<file path="config.mk">
export PLATFORM = sky130hd
export DESIGN_NAME = uart_frame_check_stat_flat
export DESIGN_NICKNAME = d
export VERILOG_FILES = /design/src/rtl/uart_frame_check_stat_if.sv /design/src/rtl/uart_frame_check_stat.sv /design/src/flat_wrapper.sv
export SDC_FILE = /design/constraint.sdc
export NUM_CORES = 1
export LEC_CHECK = 0
export CAP_MARGIN = 20
export CORE_ASPECT_RATIO = 0.8
export CORE_MARGIN = 2
export CORE_UTILIZATION = 50
export CTS_CLUSTER_DIAMETER = 150
export DETAILED_ROUTE_END_ITERATION = 10
export PLACE_DENSITY = 0.84
export SYNTH_ARGS = -nofsm -noshare
export SYNTH_HDL_FRONTEND = slang
export SYNTH_SLANG_ARGS = --single-unit
</file>
<file path="constraint.sdc">
create_clock -name clock -period 5.4 [get_ports clock]
set_input_delay 1.08 -clock clock [delete_from_list [all_inputs] [get_ports clock]]
set_output_delay 1.08 -clock clock [all_outputs]
set_load 0.02 [all_outputs]
</file>
<file path="src/rtl/uart_frame_check_stat_if.sv">
// Frame-checker bus: sampled frame fields in, checked result and statistics out.
// master = deserialiser/host side, slave = the checker.
interface uart_frame_check_stat_if #(
  parameter int DATA_WIDTH = 8,
  parameter int STOP_BITS  = 1,
  parameter int CNT_WIDTH  = 16
);
  logic                  frame_valid;
  logic [1:0]            parity_type;
  logic                  start_bit;
  logic                  parity_bit;
  logic [STOP_BITS-1:0]  stop_bits;
  logic [DATA_WIDTH-1:0] raw_data;
  logic                  stat_clear;

  logic                  out_valid;
  logic [DATA_WIDTH-1:0] out_data;
  logic [2:0]            error_flag;
  logic                  break_det;
  logic [2:0]            sticky_error;
  logic [CNT_WIDTH-1:0]  parity_err_cnt;
  logic [CNT_WIDTH-1:0]  start_err_cnt;
  logic [CNT_WIDTH-1:0]  stop_err_cnt;
  logic [CNT_WIDTH-1:0]  break_cnt;
  logic [CNT_WIDTH-1:0]  frame_cnt;

  modport master (
    output frame_valid, parity_type, start_bit, parity_bit, stop_bits, raw_data, stat_clear,
    input  out_valid, out_data, error_flag, break_det, sticky_error,
           parity_err_cnt, start_err_cnt, stop_err_cnt, break_cnt, frame_cnt
  );

  modport slave (
    input  frame_valid, parity_type, start_bit, parity_bit, stop_bits, raw_data, stat_clear,
    output out_valid, out_data, error_flag, break_det, sticky_error,
           parity_err_cnt, start_err_cnt, stop_err_cnt, break_cnt, frame_cnt
  );
endinterface

</file>
<file path="src/rtl/uart_frame_check_stat.sv">
// UART receive-frame checker: start/parity/stop checks, BREAK detection,
// saturating per-error statistics and sticky status for the host.
module uart_frame_check_stat #(
  parameter int DATA_WIDTH = 8,
  parameter int STOP_BITS  = 1,
  parameter int CNT_WIDTH  = 16
) (
  input  logic                   clock,
  input  logic                   reset_n,
  uart_frame_check_stat_if.slave bus
);

  typedef enum logic {ST_NORMAL, ST_BREAK} state_t;

  localparam int NUM_CNT = 5;  // parity, start, stop, break, frame

  state_t                state_reg;
  logic                  out_valid_reg;
  logic [DATA_WIDTH-1:0] out_data_reg;
  logic [2:0]            error_flag_reg;
  logic                  break_det_reg;
  logic [2:0]            sticky_reg;

  logic                  par_en;
  logic                  par_exp;
  logic                  stop_ok;
  logic                  is_break;
  logic                  emit;
  logic                  emit_break;
  logic [2:0]            flags_next;
  logic [NUM_CNT-1:0]    cnt_inc;

  always_comb begin
    par_en     = (bus.parity_type == 2'b01) || (bus.parity_type == 2'b10);
    par_exp    = (bus.parity_type == 2'b01) ? ~^bus.raw_data : ^bus.raw_data;
    stop_ok    = &bus.stop_bits;
    is_break   = !bus.start_bit && (bus.raw_data == '0) && (bus.stop_bits == '0);
    emit       = 1'b0;
    emit_break = 1'b0;
    if (bus.frame_valid) begin
      if (state_reg == ST_NORMAL) begin
        emit       = 1'b1;
        emit_break = is_break;
      end else if (stop_ok) begin
        // Line has returned to idle: this frame ends the BREAK and is checked normally.
        emit = 1'b1;
      end
    end
    flags_next = emit_break ? 3'b100
                            : {!stop_ok, bus.start_bit, par_en && (bus.parity_bit != par_exp)};
    cnt_inc    = {NUM_CNT{emit}} &
                 {1'b1, emit_break, flags_next[2] && !emit_break, flags_next[1], flags_next[0]};
  end

  always_ff @(posedge clock or negedge reset_n) begin
    if (!reset_n) begin
      state_reg      <= ST_NORMAL;
      out_valid_reg  <= 1'b0;
      out_data_reg   <= '0;
      error_flag_reg <= '0;
      break_det_reg  <= 1'b0;
    end else begin
      out_valid_reg <= emit;
      if (emit) begin
        out_data_reg   <= bus.raw_data;
        error_flag_reg <= flags_next;
        break_det_reg  <= emit_break;
      end
      if (bus.frame_valid) begin
        case (state_reg)
          ST_NORMAL: if (is_break) state_reg <= ST_BREAK;
          ST_BREAK:  if (stop_ok)  state_reg <= ST_NORMAL;
          default:   state_reg <= ST_NORMAL;
        endcase
      end
    end
  end

  // Clear zeroes the base first, so a frame in the same cycle counts from zero.
  always_ff @(posedge clock or negedge reset_n) begin
    if (!reset_n) begin
      sticky_reg <= '0;
    end else if (bus.stat_clear) begin
      sticky_reg <= emit ? flags_next : 3'b000;
    end else if (emit) begin
      sticky_reg <= sticky_reg | flags_next;
    end
  end

  genvar gi;
  generate
    for (gi = 0; gi < NUM_CNT; gi++) begin : g_cnt
      logic [CNT_WIDTH-1:0] cnt_reg;
      logic [CNT_WIDTH-1:0] base;

      assign base = bus.stat_clear ? '0 : cnt_reg;

      always_ff @(posedge clock or negedge reset_n) begin
        if (!reset_n) begin
          cnt_reg <= '0;
        end else if (bus.stat_clear || cnt_inc[gi]) begin
          if (cnt_inc[gi])
            cnt_reg <= (&base) ? base : base + 1'b1;
          else
            cnt_reg <= '0;
        end
      end
    end
  endgenerate

  assign bus.out_valid      = out_valid_reg;
  assign bus.out_data       = out_data_reg;
  assign bus.error_flag     = error_flag_reg;
  assign bus.break_det      = break_det_reg;
  assign bus.sticky_error   = sticky_reg;
  assign bus.parity_err_cnt = g_cnt[0].cnt_reg;
  assign bus.start_err_cnt  = g_cnt[1].cnt_reg;
  assign bus.stop_err_cnt   = g_cnt[2].cnt_reg;
  assign bus.break_cnt      = g_cnt[3].cnt_reg;
  assign bus.frame_cnt      = g_cnt[4].cnt_reg;

endmodule

</file>
<file path="src/flat_wrapper.sv">
// flat-port wrapper written by rule: the top's interface ports become plain ports
module uart_frame_check_stat_flat 
#(
  parameter int DATA_WIDTH = 8,
  parameter int STOP_BITS  = 1,
  parameter int CNT_WIDTH  = 16
)
  (clock, reset_n, bus_frame_valid, bus_parity_type, bus_start_bit, bus_parity_bit, bus_stop_bits, bus_raw_data, bus_stat_clear, bus_out_valid, bus_out_data, bus_error_flag, bus_break_det, bus_sticky_error, bus_parity_err_cnt, bus_start_err_cnt, bus_stop_err_cnt, bus_break_cnt, bus_frame_cnt);
  uart_frame_check_stat_if #(.DATA_WIDTH(DATA_WIDTH), .STOP_BITS(STOP_BITS), .CNT_WIDTH(CNT_WIDTH)) bus_i ();
  input  logic clock;
  input  logic reset_n;
  input wire logic [$bits(bus_i.frame_valid)-1:0] bus_frame_valid;
  input wire logic [$bits(bus_i.parity_type)-1:0] bus_parity_type;
  input wire logic [$bits(bus_i.start_bit)-1:0] bus_start_bit;
  input wire logic [$bits(bus_i.parity_bit)-1:0] bus_parity_bit;
  input wire logic [$bits(bus_i.stop_bits)-1:0] bus_stop_bits;
  input wire logic [$bits(bus_i.raw_data)-1:0] bus_raw_data;
  input wire logic [$bits(bus_i.stat_clear)-1:0] bus_stat_clear;
  output wire logic [$bits(bus_i.out_valid)-1:0] bus_out_valid;
  output wire logic [$bits(bus_i.out_data)-1:0] bus_out_data;
  output wire logic [$bits(bus_i.error_flag)-1:0] bus_error_flag;
  output wire logic [$bits(bus_i.break_det)-1:0] bus_break_det;
  output wire logic [$bits(bus_i.sticky_error)-1:0] bus_sticky_error;
  output wire logic [$bits(bus_i.parity_err_cnt)-1:0] bus_parity_err_cnt;
  output wire logic [$bits(bus_i.start_err_cnt)-1:0] bus_start_err_cnt;
  output wire logic [$bits(bus_i.stop_err_cnt)-1:0] bus_stop_err_cnt;
  output wire logic [$bits(bus_i.break_cnt)-1:0] bus_break_cnt;
  output wire logic [$bits(bus_i.frame_cnt)-1:0] bus_frame_cnt;
  assign bus_i.frame_valid = bus_frame_valid;
  assign bus_i.parity_type = bus_parity_type;
  assign bus_i.start_bit = bus_start_bit;
  assign bus_i.parity_bit = bus_parity_bit;
  assign bus_i.stop_bits = bus_stop_bits;
  assign bus_i.raw_data = bus_raw_data;
  assign bus_i.stat_clear = bus_stat_clear;
  assign bus_out_valid = bus_i.out_valid;
  assign bus_out_data = bus_i.out_data;
  assign bus_error_flag = bus_i.error_flag;
  assign bus_break_det = bus_i.break_det;
  assign bus_sticky_error = bus_i.sticky_error;
  assign bus_parity_err_cnt = bus_i.parity_err_cnt;
  assign bus_start_err_cnt = bus_i.start_err_cnt;
  assign bus_stop_err_cnt = bus_i.stop_err_cnt;
  assign bus_break_cnt = bus_i.break_cnt;
  assign bus_frame_cnt = bus_i.frame_cnt;
  uart_frame_check_stat #(.DATA_WIDTH(DATA_WIDTH), .STOP_BITS(STOP_BITS), .CNT_WIDTH(CNT_WIDTH)) u_core (.clock(clock), .reset_n(reset_n), .bus(bus_i));
endmodule
</file>
## Word-level counts from Yosys, hierarchy flattened

Cells that the tools add are included.

- Bits in writable memories: 0
- Memory bits (read-only): 0
- Register bits after elaboration: 97
- Latch bits: 0
- Memories kept: 0
- Word-level logic and storage cells: 73

- Reduce and logical (&&, ||, !) cells: 22
- Equal/unequal tests: 3
- Add/subtract/negate cells: 5
- Shift-type cells: 0
- Magnitude comparators: 0
- Mux-type cells: 28
- Multiply operators: 0
- Bitwise logic cells: 4
- Div/mod/pow operators: 0

Operators by type and width:

| cell | number |
|---|---|
| $mux W16 | 15 |
| $add A16 B1 Y16 const B | 5 |
| $reduce_and A16 Y1 | 5 |
| $mux W3 | 4 |
| $logic_not A8 Y1 | 1 |
| $mux W1 | 8 |
| $reduce_xnor A8 Y1 | 1 |
| $reduce_xor A8 Y1 | 1 |
| $logic_or A1 B1 Y1 | 6 |
| $and A5 B5 Y5 | 1 |
| $logic_and A1 B1 Y1 | 4 |
| $logic_not A1 Y1 | 3 |
| $or A3 B3 Y3 | 1 |
| $eq A2 B1 Y1 const B | 1 |
| $eq A2 B2 Y1 const B | 1 |
| $not A1 Y1 | 2 |
| $pmux W1 S2 | 1 |
| $reduce_bool A2 Y1 | 1 |
| $ne A1 B1 Y1 | 1 |

## Longest topological paths before layout

Gate-level depths: netlist of run 1.

- Depth after elaboration: 9
- Depth in mapped cells: 12
- Gate-level depth less buffers: 7

## Worst setup path after synthesis of run 1

No wires, ideal clock.

- Path kind: input to register
- Start point: input port bus_stat_clear
- End point: register u_core.g_cnt[2].cnt_reg[3], in the netlist u_core.bus.stop_err_cnt[3]
- Arrival: 3,695 ps
- Library setup time: 125 ps
- Stages: 12
- Setup slack: 1,580 ps
- Data required time: 5,275 ps
- Cells stage by stage: buf_2 -> clkbuf_1 -> clkbuf_1 -> clkbuf_1 -> nor2b_1 -> ha_1 -> and3b_1 -> and3_1 -> clkbuf_1 -> a21oi_1 -> and4_1 -> mux2_2

- Longest elaborated chain between the ends: 4
- Elaborated cells between the ends (all ways): 6

RTL lines:

| element | line | text |
|---|---|---|
| start: declaration | flat_wrapper.sv:18 | `input wire logic [$bits(bus_i.stat_clear)-1:0] bus_stat_clear;` |
| $mux W16 | uart_frame_check_stat.sv:96 | `assign base = bus.stat_clear ? '0 : cnt_reg;` |
| $add A16 B1 Y16 or $reduce_and A16 Y1 (tied branches) | uart_frame_check_stat.sv:103 | `cnt_reg <= (&base) ? base : base + 1'b1;` |
| $mux W16 | uart_frame_check_stat.sv:103 |  |
| $mux W16 | uart_frame_check_stat.sv:102 | `if (cnt_inc[gi])` |
| end signal: assignment | uart_frame_check_stat.sv:103 |  |
| end: declaration | uart_frame_check_stat.sv:93 | `logic [CNT_WIDTH-1:0] cnt_reg;` |

Parallel ways exist; a longest one is shown, timed or not.
A chain may end at the register's enable or synchronous reset.

## Worst setup path after layout of run 1

- Start point: input port bus_frame_valid
- End point: register u_core.g_cnt[3].cnt_reg[15], in the netlist u_core.bus.break_cnt[15]

- Longest elaborated chain between the ends: 3
- Elaborated cells between the ends (all ways): 5

RTL lines:

| element | line | text |
|---|---|---|
| start: declaration | flat_wrapper.sv:12 | `input wire logic [$bits(bus_i.frame_valid)-1:0] bus_frame_valid;` |
| $mux W1 | uart_frame_check_stat.sv:40 | `if (bus.frame_valid) begin` |
| $and A5 B5 Y5 (*) | uart_frame_check_stat.sv:51 | `cnt_inc = {NUM_CNT{emit}} &` |
| $mux W16 or $logic_or A1 B1 Y1 (tied branches) | uart_frame_check_stat.sv:102, uart_frame_check_stat.sv:101 |  |
| end signal: assignment | uart_frame_check_stat.sv:103 |  |
| end: declaration | uart_frame_check_stat.sv:93 |  |

Every way passes the cells marked *; elsewhere a longest branch is shown, timed or not.

==> flow_summary.ini, run 1 <==
[timing]
final_max_slew_viol_count = 0
setup_viol = 0
fin_tns_setup_ps = 0
tightestPinTransition_ps = 789
finalClockSkew_ps = 12.9
fmax_mhz = 288
hold_viol = 0
slew_headroom_pct = 47.3
min_period_ps = 3470
period_share_pct = 64.3
grt_setup_unrepaired = no

[detailed_routing]
wl_mm = 13.2
drc = 0
viasPerCell = 5.82
drt_iter0_drc = 330
drt-pass1-iter-count = 5
ant_nets = 0
vias = 4627
wire_per_inst_um = 16.6

[synth]
avgSynthCellArea_um2 = 9.68
synthesis.area_mm2 = 0.00526
seq_area_frac_synth_pct = 46.2
netlist_instances = 543
yosys_warnings = 0
ys_ff_latch = 97
yosysUniqueCellTypes = 48
syn_nets = 570

[worst_setup_path]
cp.arrival_ps = 3720
crit_buf_inv = 1
cp_top_family = simple AND/OR/NAND/NOR gates
cp.required_ps = 5650
slowest_delay_ps = 670
cp-start-kind = primary input
crit_path_cell_trace = clkdlybuf4s50_1 -> nor3b_1 -> and3_1 -> a21boi_1 -> nand2_1 -> o31ai_1
end_kind = register
path_max_fanout = 11
cpMaxStageDelayCell = clkdlybuf4s50_1
path_class = primary input to register

[die]
die_w_um = 119
initial_utilization_pct = 51.3
die_h_um = 95.7
fp-row-count = 33
die-area_mm2 = 0.0114
num_io_pins = 113
core_mm2 = 0.0102

[cells_and_area]
fin_nets = 677
drive_above_1_share_pct = 6.41
utilization_pct = 66.2
synthToLayoutAreaGrowth_pct = 29.0
num_antenna_cells = 0
fillers = 843

[clocking]
numCtsBuffers = 9
cts-resized-gates = 0
postCtsSetupRepairBufs = 0
h-tree-depth = 3
root_buffer = clkbuf_16
insertion_delay_ps = 350
clock_sinks = 97
cts_tree = built
hold_buffers = 0
clock_path_buffers = 2
clk_pin_slew_ps = 80

[global_routing]
track_usage_pct = 23.9
grt_overflow = 0
antenna_found_initial = 0
grt_pass1_wl_mm = 21.9
grt_max_degree = 50
grt_pass1_vias = 4509

[hold_path]
hp-class = register to register

[placed_design]
gp_congestion = 0.865
numPortBuffers = 112
hpwl_mm = 9.43

[power]
p_leak_nw = 2.81
power_mw = 1.58
max-vdd-ir-drop_v = 0.000153
powerDensity_mw_per_mm2 = 234

[status]
status = finished clean

[flow_run]
maxCapViolations = 0
-- per-stage QoR --
stage | cell area [um^2] | hold WS, ps | setup slack [ps] | instances
final | 6780 | 479 | 1930 | 795
after detailed placement | 6480 | 470 | 1610 | 779
after global placement | 6480 | 463 | 1670 | 779
after CTS | 6780 | 484 | 1930 | 795
after floorplan | 5260 | 559 | 1580 | 543
after global routing | 6780 | 517 | 1680 | 795
-- routing by layer --
metal,routed length (um),track usage (%),up-vias
li1,-,-,2147
met1,5930,32.6,2274
met2,6080,38.9,189
met3,1030,5.86,17
met4,162,5.75,0
met5,0,0,-
-- layout by cell type, fill, tap and decap left out, types with 9 or more instances in the layout --
cell type,netlist,final
dfrtp_1,97,97
mux2_2,9,9
nand2_1,56,56
inv_1,20,20
ha_1,10,10
o21ai_0,15,15
clkbuf_16,0,9
xor2_1,14,14
clkdlybuf4s50_1,0,110
nand4_1,16,16
nor2_1,36,36
nor2b_1,28,28
a21oi_1,26,26
nand3_1,30,30
xnor2_1,31,31
a211oi_1,9,9
and3_1,19,19
-- where the power goes --
part / switching [mW] / leakage [nW] / internal (mW) / total [mW]
Sequential: 0.0189 / 1.32 / 0.749 / 0.767
Clock: 0.282 / 0.134 / 0.339 / 0.621
Combinational: 0.111 / 1.35 / 0.0832 / 0.194
Total: 0.412 / 2.81 / 1.17 / 1.58
-- cells by family after synthesis --
logic type,count (synthesis),share of synthesized area [%]
simple gates,257,27.5
flops,97,46.2
compound gates,77,9.55
xor+xnor,46,7.95
buf+inv,39,2.98
mux,17,3.45
fa+ha+maj,10,2.38
-- cell usage after synthesis (all sizes together) --
master	count	share of area (%)
a2111oi	1	0.52
nor2b	28	3.3
o311ai	1	0.17
a22oi	1	0.14
mux2i	8	1.5
xor2	14	2.3
o211ai	3	0.43
nor4	7	1.1
and3	19	2.3
or4	8	1.1
and4	5	0.83
nand4b	6	1.0
o31ai	7	1.0
a31o	2	0.33
ha	10	2.4
nor4b	3	0.50
a21o	8	1.1
inv	20	1.4
and4b	5	0.95
dfrtp	97	46
or2	3	0.36
nand3b	5	0.71
and3b	2	0.33
a211oi	10	1.5
xnor2	31	5.2
nor2	36	2.6
nor3	8	0.86
a21boi	1	0.14
nand2b	4	0.48
a21oi	26	2.5
nand4	16	1.9
xnor3	1	0.45
mux2	9	1.9
and2	3	0.36
nor3b	5	0.71
o21ai	15	1.4
nand2	56	4.0
nor4bb	3	0.57
nand3	30	2.9
or3	5	0.69
a31oi	2	0.24
buf	3	0.40
clkbuf	16	1.1
-- worst reg2reg max path: stages (launching register included) --
cell and delay, ps:
dfrtp_1 420, nor2b_1 180, ha_1 320, and3b_1 200
and3_1 250, a21oi_1 420, and4_1 280, mux2_2 340
-- path summary, 6_finish.rpt --
path	from	slack, ps	depth (start not counted)	end
max	bus_frame_valid	1930	6	u_core.bus.break_cnt[15]$_DFFE_PN0P_
min	u_core.bus.sticky_error[2]$_DFFE_PN0P_	480	1	u_core.bus.sticky_error[2]$_DFFE_PN0P_
max reg2reg	u_core.bus.stop_err_cnt[1]$_DFFE_PN0P_	2880	7	u_core.bus.stop_err_cnt[3]$_DFFE_PN0P_
min reg2reg	u_core.bus.sticky_error[2]$_DFFE_PN0P_	480	1	u_core.bus.sticky_error[2]$_DFFE_PN0P_
max in group asynchronous	reset_n	3590	2	u_core.bus.start_err_cnt[9]$_DFFE_PN0P_
min in group asynchronous	reset_n	740	1	u_core.bus.frame_cnt[9]$_DFFE_PN0P_
-- final cells by class --
| cell class | count | area [um^2] | share of cell area, % |
|---|---|---|---|
| repair buffers | 115 | 1140 | 16.8 |
| clock buffers | 11 | 253 | 3.73 |
| inverters | 20 | 75.1 | 1.11 |
| well taps | 140 | 175 | 2.58 |
| clock inverters | 5 | 40.0 | 0.591 |
| multi-input cells | 407 | 2670 | 39.4 |
| flip-flops and latches | 97 | 2430 | 35.8 |
Power figures use the tool's default switching activity.
==> inputs of run 2 (changes only) <==
clock period = 3.4 ns   (was 5.4 ns; I/O delays follow)
==> run 2 against run 1 <==
Net effect:
- core utilization increased by 1.8 points
- via count increased by 1.7%
- routed wire length grew 3.5%
- first-iteration DRC count up 29%
- flip-flop and latch count unchanged
- design area increased by 2.7%
- worst hold slack lost 41 ps
- power grew 68%
- global-route usage is 0.99 points higher
- clock skew fell by 6.5 ps
- largest cell class unchanged
==> flow_summary.ini, run 2 (same netlist as run 1, synthesis figures left out) <==
[status]
status = finished clean

[cells_and_area]
synthToLayoutAreaGrowth_pct = 32.5
multiInputGateArea_mm2 = 0.00267
fin_nets = 693
drive_above_1_share_pct = 8.64
fillers = 793
final_cell_mix = clkdlybuf4s50_1 (110), dfrtp_1 (97), nand2_1 (56)
seqCellArea_mm2 = 0.00243
final_common_cell = clkdlybuf4s50_1
num_antenna_cells = 0

[power]
power_frac_seq_pct = 45.8
power.share.clock_pct = 41.9
powerDensity_mw_per_mm2 = 383
p_leak_nw = 2.93
combPwrFrac_pct = 12.3
power_switching_share_pct = 24.4
internal_power_mw = 2.02
p_switching_mw = 0.650
max-vdd-ir-drop_v = 0.000254

[clocking]
h-tree-depth = 3
root_buffer = clkbuf_16
clock_path_buffers = 2
cts-resized-gates = 0
insertion_delay_ps = 340
clock_sinks = 97
hold_buffers = 0
numCtsBuffers = 9
cts_tree = built
postCtsSetupRepairBufs = 0
clk_pin_slew_ps = 70

[timing]
hold_viol = 0
slew_headroom_pct = 45.5
final_max_slew_viol_count = 0
period_share_pct = 87.7
setup_slack_ps = 419
fmax_mhz = 335
fin_tns_setup_ps = 0
setup_viol = 0
min_period_ps = 2980
grt_setup_unrepaired = no
finalClockSkew_ps = 6.43
tightestPinTransition_ps = 817

[global_routing]
grt_overflow = 0
grt_max_degree = 65
track_usage_pct = 24.9
grt_pass1_wl_mm = 22.4
grt_pass1_vias = 4535
antenna_found_initial = 0

[worst_setup_path]
cp.arrival_ps = 3250
path_max_fanout = 13
cp.required_ps = 3670
slowest_delay_ps = 480
crit_start = bus_raw_data[0]
cp-start-kind = primary input
crit_path_cell_trace = clkdlybuf4s50_1 -> inv_1 -> ha_1 -> xnor2_1 -> xnor3_2 -> or3_4 -> or4_1 -> a21oi_1
path_class = primary input to register
reg2reg_slack_ps = 1030
crit_buf_inv = 2
cpMaxStageDelayCell = or4_1
r2r-start = u_core.bus.stop_err_cnt[0]$_DFFE_PN0P_
cp_top_family = simple AND/OR/NAND/NOR gates
end_kind = register
r2r_end = u_core.bus.stop_err_cnt[3]$_DFFE_PN0P_
ff2ff_path_depth = 7

[placed_design]
hpwl_mm = 9.70
gp_congestion = 0.867
numPortBuffers = 112
pre_cts_slack_ps = 89.5

[detailed_routing]
wire_per_inst_um = 16.8
drc = 0
ant_nets = 0
vias = 4704
drt-pass1-iter-count = 5
wl_mm = 13.7
drt_iter0_drc = 425
viasPerCell = 5.80

[die]
die-area_mm2 = 0.0114
die_h_um = 95.7
initial_utilization_pct = 51.3
die_w_um = 119
core_mm2 = 0.0102
num_io_pins = 113
fp-row-count = 33

[hold_path]
hp-class = primary input to asynchronous set/reset pin

[flow_run]
maxCapViolations = 0
==> run 2: cell count changes in the layout (fill, tap and decap cells not counted), sizes merged <==
cell      previous run  this run
buf                  5        21
bufinv               0         2
clkinvlp             3         1
==> run 2: through the flow <==
step / instances / instance area (um^2) / utilization (%) / power [mW] / hold WS [ps]
5_1_grt: 811 / 6960 / 68.0 / 2.76 / 506
3_3_place_gp: 795 / 6630 / 64.7 / 1.56 / 464
4_1_cts: 811 / 6960 / 68.0 / 2.69 / 470
3_5_place_dp: 795 / 6630 / 64.7 / 1.57 / 474
2_1_floorplan: 543 / 5260 / - / 1.40 / 384
6_report: 811 / 6960 / 68.0 / 2.67 / 438
==> run 2: final cells by class <==
cell class                 instances  share of cell area, %
clock buffer                      11                   3.63
multi-input combinational        407                   38.4
clock inverter                     5                   1.11
sequential                        97                   34.9
timing repair buffer             131                   18.4
tap                              140                   2.52
inverter                          20                   1.08
==> run 2: worst max path at each step <==
stage	endpoint	slack [ps]	cells past startpoint
finish	u_core.bus.parity_err_cnt[12]$_DFFE_PN0P_	420	8
global route	u_core.bus.parity_err_cnt[13]$_DFFE_PN0P_	320	8
CTS	u_core.bus.parity_err_cnt[13]$_DFFE_PN0P_	430	8
detailed placement	u_core.bus.parity_err_cnt[13]$_DFFE_PN0P_	90	8
global placement	u_core.bus.parity_err_cnt[13]$_DFFE_PN0P_	160	8
floorplan	u_core.bus.stop_err_cnt[3]$_DFFE_PN0P_	80	12
==> run 2: layer usage <==
metal	vias up	wire [um]	global-route usage [%]
met5	-	0	0
met4	0	165	5.16
met3	18	974	6.99
met2	200	6450	41.5
met1	2306	6070	33.0
li1	2180	-	-
==> run 2: power by group through the flow <==
stage	Sequential (mW)	Combinational (mW)	Clock, mW
2_1_floorplan	1.28	0.123	0
3_3_place_gp	1.24	0.319	0
3_5_place_dp	1.24	0.328	0
4_1_cts	1.22	0.330	1.13
5_1_grt	1.22	0.355	1.18
6_report	1.22	0.328	1.12
